==> src/rtl/parity_stream.sv <==
// -----------------------------------------------------------------------------
// parity_stream
//   Computes the even or odd parity of a WIDTH-bit word by reducing CHUNK bits
//   per clock. One word is in flight at a time. The result is held on F until
//   the consumer takes it with F_ready.
//
//   Parameters
//     WIDTH    data word width in bits (>= 1)
//     CHUNK    bits reduced per cycle (1 <= CHUNK <= WIDTH)
//
//   Ports
//     clk       single clock, rising edge
//     rst       synchronous active-high reset
//     D         data word
//     D_valid   D is presented
//     D_ready   block accepts D this cycle (IDLE only)
//     D_last    last word of frame (only with PARITY_FRAME_EN)
//     odd_mode  0 = even parity, 1 = odd parity, sampled at accept
//     F         parity result, forced to 0 while F_valid is low
//     F_valid   F holds a result
//     F_ready   consumer takes F
//     busy      high whenever the FSM is not IDLE
//
//   Build option
//     PARITY_FRAME_EN  when defined, parity accumulates across all words of a
//                      frame delimited by D_last; odd_mode is taken from the
//                      first word of the frame. When undefined, every word is
//                      its own frame.
// -----------------------------------------------------------------------------
module parity_stream #(
  parameter int WIDTH = 7,
  parameter int CHUNK = 4
) (
  input  logic             clk,
  input  logic             rst,
  input  logic [WIDTH-1:0] D,
  input  logic             D_valid,
  output logic             D_ready,
`ifdef PARITY_FRAME_EN
  input  logic             D_last,
`endif
  input  logic             odd_mode,
  output logic             F,
  output logic             F_valid,
  input  logic             F_ready,
  output logic             busy
);

  localparam int NCHUNK = (WIDTH + CHUNK - 1) / CHUNK;
  // Shift register is padded up to a whole number of chunks; the zero
  // padding bits cannot change the parity.
  localparam int PW     = NCHUNK * CHUNK;
  localparam int CNT_W  = (NCHUNK > 1) ? $clog2(NCHUNK) : 1;
  localparam logic [CNT_W-1:0] LAST_CNT = CNT_W'(NCHUNK - 1);

  typedef enum logic [1:0] {
    IDLE   = 2'd0,
    REDUCE = 2'd1,
    DONE   = 2'd2
  } state_t;

  state_t           state;
  state_t           state_nxt;
  logic [PW-1:0]    sh;
  logic [CNT_W-1:0] cnt;
  logic             acc;
  logic             odd_lat;
  logic             frame_end;

`ifdef PARITY_FRAME_EN
  logic             last_lat;
  logic             in_frame;   // a frame has started and not yet produced F

  assign frame_end = last_lat;
`else
  assign frame_end = 1'b1;
`endif

  function automatic logic chunk_par(input logic [CHUNK-1:0] c);
    return ^c;
  endfunction

  // State register
  always_ff @(posedge clk) begin
    if (rst) begin
      state <= IDLE;
    end else begin
      state <= state_nxt;
    end
  end

  // Next-state logic
  always_comb begin
    state_nxt = state;
    case (state)
      IDLE: begin
        if (D_valid) begin
          state_nxt = REDUCE;
        end
      end
      REDUCE: begin
        if (cnt == LAST_CNT) begin
          // Mid-frame words return to IDLE keeping acc; the last word reports.
          state_nxt = frame_end ? DONE : IDLE;
        end
      end
      DONE: begin
        if (F_ready) begin
          state_nxt = IDLE;
        end
      end
      default: state_nxt = IDLE;
    endcase
  end

  // Datapath: capture, chunked reduction, result hold
  always_ff @(posedge clk) begin
    if (rst) begin
      sh      <= '0;
      cnt     <= '0;
      acc     <= 1'b0;
      odd_lat <= 1'b0;
`ifdef PARITY_FRAME_EN
      last_lat <= 1'b0;
      in_frame <= 1'b0;
`endif
    end else begin
      case (state)
        IDLE: begin
          if (D_valid) begin
            sh  <= PW'(D);
            cnt <= '0;
`ifdef PARITY_FRAME_EN
            // Only the first word of a frame clears acc and latches odd_mode.
            if (!in_frame) begin
              acc     <= 1'b0;
              odd_lat <= odd_mode;
            end
            in_frame <= 1'b1;
            last_lat <= D_last;
`else
            acc     <= 1'b0;
            odd_lat <= odd_mode;
`endif
          end
        end
        REDUCE: begin
          acc <= acc ^ chunk_par(sh[CHUNK-1:0]);
          sh  <= sh >> CHUNK;
          cnt <= cnt + CNT_W'(1);
        end
        DONE: begin
          if (F_ready) begin
            acc <= 1'b0;
`ifdef PARITY_FRAME_EN
            in_frame <= 1'b0;
`endif
          end
        end
        default: begin
          acc <= 1'b0;
        end
      endcase
    end
  end

  // Outputs decoded from state
  always_comb begin
    D_ready = (state == IDLE);
    F_valid = (state == DONE);
    busy    = (state != IDLE);
    F       = (state == DONE) ? (acc ^ odd_lat) : 1'b0;
  end

endmodule

==> config.mk <==
export PLATFORM = sky130hd
export DESIGN_NAME = parity_stream
export DESIGN_NICKNAME = d
export VERILOG_FILES = /design/src/rtl/parity_stream.sv
export SDC_FILE = /design/constraint.sdc
export NUM_CORES = 1
export LEC_CHECK = 0
export CAP_MARGIN = 30
export CORE_MARGIN = 3
export CORE_UTILIZATION = 45
export CTS_BUF_LIST = sky130_fd_sc_hd__clkbuf_4 sky130_fd_sc_hd__clkbuf_8 sky130_fd_sc_hd__clkbuf_16
export CTS_CLUSTER_DIAMETER = 40
export CTS_CLUSTER_SIZE = 10
export DETAILED_ROUTE_END_ITERATION = 8
export GPL_ROUTABILITY_DRIVEN = 0
export GPL_TIMING_DRIVEN = 1
export PLACE_DENSITY = 0.85
export SKIP_CTS_REPAIR_TIMING = 1
export SLEW_MARGIN = 20
export SYNTH_ARGS = -nofsm -noshare
export SYNTH_HDL_FRONTEND = slang
export SYNTH_SLANG_ARGS = --single-unit
==> constraint.sdc <==
create_clock -name clk -period 1.55 [get_ports clk]
set_input_delay 0.31 -clock clk [delete_from_list [all_inputs] [get_ports clk]]
set_output_delay 0.31 -clock clk [all_outputs]
set_load 0.05 [all_outputs]
==> results_tabular.tex <==
\begin{tabular}{lr}
\hline
Metric & Value \\
\hline
\multicolumn{2}{l}{\textbf{Final layout}} \\
\quad Antenna diode count & 0 \\
\quad Sequential cell area in the final layout & 244 um\^{}2 \\
\quad Number of standard cells in the final layout excluding fillers & 94 \\
\quad Utilization of the core after routing & 72.4\% \\
\quad Share of post-route cells with drive strength above 1 & 35.0\% \\
\quad Area of combinational cells with multiple inputs & 345 um\^{}2 \\
\quad Area Overhead vs Synth & 41.4\% \\
\quad Post-layout nets & 94 \\
\quad FILL cells & 89 \\
\quad Final design area excluding fillers & 858 um\^{}2 \\
\multicolumn{2}{l}{\textbf{Detailed routing}} \\
\quad Routed vias & 493 \\
\quad Post-route DRC violation count & 0 \\
\quad Violation count after the first detailed-routing iteration & 8 \\
\quad Routed via count divided by cell count & 5.24 \\
\quad Routed WL per cell & 12.6 um \\
\quad Wire length after detailed routing & 1190 um \\
\quad Drt pass-1 iters & 4 \\
\quad Antenna-violating nets left & 0 \\
\multicolumn{2}{l}{\textbf{Floorplan}} \\
\quad Die X & 42.7 um \\
\quad DIE HEIGHT & 42.7 um \\
\quad Effective utilization at floorplan & 51.2\% \\
\quad Number of rows created at floorplan & 12 \\
\quad Die area & 1830 um\^{}2 \\
\quad Count of boundary I/O pins & 16 \\
\quad Core ar. & 1190 um\^{}2 \\
\multicolumn{2}{l}{\textbf{STA}} \\
\quad Final cycle utilization of the critical path & 95.5\% \\
\quad Relative slew slack & 83.5\% \\
\quad Endpoints failing setup & 0 \\
\quad Post-route setup slack & 0.0691 ns \\
\quad Summed negative setup slack over all endpoints & 0 ns \\
\quad Max Clk Rate & 675 MHz \\
\quad Worst-case clock skew & 0.00846 ns \\
\quad Number of max-slew violations in the final report & 0 \\
\quad Final critical delay including setup and external delays & 1.48 ns \\
\quad Slew @ Worst Pin & 0.248 ns \\
\quad Setup repair after global routing missed its margin & no \\
\quad Final hold vios & 0 \\
\multicolumn{2}{l}{\textbf{Clock network}} \\
\quad Maximum level of the CTS H-tree & 1 \\
\quad Clock Latency Late Sink & 0.27 ns \\
\quad TritonCTS clock tree & yes \\
\quad Clock buffer count from CTS & 3 \\
\quad Clock Tree Root & sky130\_fd\_sc\_hd\_\_clkbuf\_4 \\
\quad Bufs on Longest Clock Path & 2 \\
\quad TritonCTS sink count & 12 \\
\quad Clock-pin slew of the registers on the worst-case setup and hold paths & 0.08 ns \\
\multicolumn{2}{l}{\textbf{Logic synthesis}} \\
\quad Synth cell count leaders & sky130\_fd\_sc\_hd\_\_dfxtp\_1 (12), sky130\_fd\_sc\_hd\_\_nor2\_1 (7), sky130\_fd\_sc\_hd\_\_mux2i\_1 (5) \\
\quad Synth top area cells & sky130\_fd\_sc\_hd\_\_dfxtp\_1 (40\%), sky130\_fd\_sc\_hd\_\_mux2i\_1 (8.2\%), sky130\_fd\_sc\_hd\_\_a211oi\_2 (6.2\%) \\
\quad Gate count after technology mapping & 58 \\
\quad Count of flip-flops with a built-in enable after synthesis & 0 \\
\quad Number of warnings reported in the yosys synthesis log & 0 \\
\quad Area share of the largest cell type after synthesis & 39.6\% \\
\quad Seq/Total Area, Yosys & 39.6\% \\
\quad Ys async rst share & 0\% \\
\quad Mean post-synth cell area & 10.5 um\^{}2 \\
\quad Predominant post-synthesis flop cell & sky130\_fd\_sc\_hd\_\_dfxtp\_1 \\
\quad Yosys top cell by area & sky130\_fd\_sc\_hd\_\_dfxtp\_1 \\
\quad Synthesis-stage register bit count & 12 \\
\quad Combined area of all synthesized cells & 607 um\^{}2 \\
\quad Most numerous cell in the Yosys netlist & sky130\_fd\_sc\_hd\_\_dfxtp\_1 \\
\quad Count of cell types in the netlist & 27 \\
\quad Syn nets & 70 \\
\multicolumn{2}{l}{\textbf{Worst setup path}} \\
\quad Cell with the biggest individual delay on the critical path & sky130\_fd\_sc\_hd\_\_dfxtp\_4 \\
\quad Top delay family on crit path & simple AND/OR/NAND/NOR gates \\
\quad Critical path, cell by cell & and2b\_2, and2\_2, buf\_6 \\
\quad Critical Path Fanout Max & 5 \\
\quad Launching element type of the critical path & register \\
\quad Critical path buffer and inverter count & 1 \\
\quad Kind of end point of the critical path & output pin \\
\quad Longest individual stage delay on the worst path & 0.36 ns \\
\quad Worst Path Arrival & 1.17 ns \\
\quad Crit path kind & reg -> out \\
\quad Data required time of the worst path & 1.24 ns \\
\multicolumn{2}{l}{\textbf{Global route}} \\
\quad Total GRT Usage & 15.3\% \\
\quad Met3 usage & 5.08\% \\
\quad Total global routing overflow & 0 \\
\quad Most crowded layer after global routing & met2 \\
\quad Pin count of the biggest net entering global routing & 10 \\
\quad Global routing met2 resource utilization & 24.6\% \\
\quad First-pass GRT wire length & 2020 um \\
\quad Initial antenna violation count & 0 \\
\quad Via count of the first global-routing pass & 480 \\
\quad Met1 capacity usage during global routing & 16.5\% \\
\multicolumn{2}{l}{\textbf{Placement}} \\
\quad Number of I/O port buffers & 15 \\
\quad Count of placed standard cells including taps & 90 \\
\quad Dpl hpwl & 944 um \\
\quad Area after detailed placement & 821 um\^{}2 \\
\quad Setup slack at placement & 0.0906 ns \\
\multicolumn{2}{l}{\textbf{Pwr}} \\
\quad Int Power & 0.554 mW \\
\quad Static leakage & 0.350 nW \\
\quad Clock network fraction of design power & 24.2\% \\
\quad Proportion of power drawn by combinational gates & 30.2\% \\
\quad Maximum ir drop on the vdd rail & 0.000491 V \\
\quad Pwr per Cell Area & 898 nW/um\^{}2 \\
\quad Net switching component of the power & 0.217 mW \\
\quad Relative contribution of sequential cells to total power & 45.6\% \\
\quad Share of total power consumed by net switching & 28.1\% \\
\multicolumn{2}{l}{\textbf{Hold path}} \\
\quad Worst min-delay path category & reg -> reg \\
\multicolumn{2}{l}{\textbf{Job}} \\
\quad \# Max-Cap Violations & 0 \\
\multicolumn{2}{l}{\textbf{Run status}} \\
\quad Result of the run & finished clean \\
\hline
\end{tabular}
-- final cells by class --
cell class              count  share of cell area (%)
flip-flops and latches     12                    28.4
clock buffers               3                    2.62
multi-input cells          42                    40.2
inverters                   1                   0.875
repair buffers             22                    25.8
well taps                  14                    2.04
-- cells by family (layout without fill, tap and decap cells) --
family | Yosys count | after routing | synth area share, %
AOI/OAI and AO/OA | 13 | 13 | 20.6
xor gates and xnor gates | 4 | 4 | 8.04
buffers and inverters | 4 | 26 | 3.92
DFF | 12 | 12 | 39.6
muxes | 5 | 5 | 8.25
and+or+nand+nor | 20 | 20 | 19.6
-- registers in the layout (all words and copies together) (netlist names) --
signal   count
acc          1
cnt          1
odd_lat      1
sh           7
state        2
-- worst reg2reg max path: cells and delay by family, from the launching register on --
kind	cells	cell delay, ns
and+or+nand+nor	2	0.37
DFF	1	0.32
AOI/OAI and AO/OA	1	0.06
buffers and inverters	2	0.33
-- power groups by stage --
stage / registers [mW] / logic, mW / clock network, mW
final: 0.352 / 0.232 / 0.187
after global routing: 0.355 / 0.249 / 0.215
after CTS: 0.353 / 0.229 / 0.203
after detailed placement: 0.360 / 0.228 / 0
after global placement: 0.359 / 0.225 / 0
after floorplan: 0.355 / 0.148 / 0
-- cell usage in the layout (no fill, tap or decap), types with 2 or more instances in the layout --
cell,count
sky130_fd_sc_hd__a211oi_2,3
sky130_fd_sc_hd__a22oi_1,4
sky130_fd_sc_hd__buf_12,2
sky130_fd_sc_hd__buf_4,8
sky130_fd_sc_hd__clkbuf_4,3
sky130_fd_sc_hd__clkdlybuf4s50_1,11
sky130_fd_sc_hd__dfxtp_1,11
sky130_fd_sc_hd__mux2i_1,5
sky130_fd_sc_hd__nand2_1,2
sky130_fd_sc_hd__nand2b_1,2
sky130_fd_sc_hd__nor2_1,7
sky130_fd_sc_hd__nor2_2,3
sky130_fd_sc_hd__xnor2_1,2
-- stage by stage --
stage | hold slack, ns | total power, mW
after global routing | 0.522 | 0.818
after global placement | 0.496 | 0.584
after CTS | 0.498 | 0.785
after detailed placement | 0.499 | 0.588
after floorplan | 0.424 | 0.503
final | 0.493 | 0.771
-- metal layers --
metal	routed length, um	vias to the layer above
met4	14	0
li1	-	250
met5	0	-
met1	535	231
met3	49	2
met2	588	10
-- worst paths after layout --
check	start	endpoint	slack (ns)	depth (start not counted)
worst max-delay path	state[0]	F	0.07	3
worst min-delay path	cnt	state[1]	0.49	2
worst max register to register	state[1]	sh[6]	0.40	5
worst min register to register	cnt	state[1]	0.49	2
No activity file was read; power rests on OpenSTA's default activity.
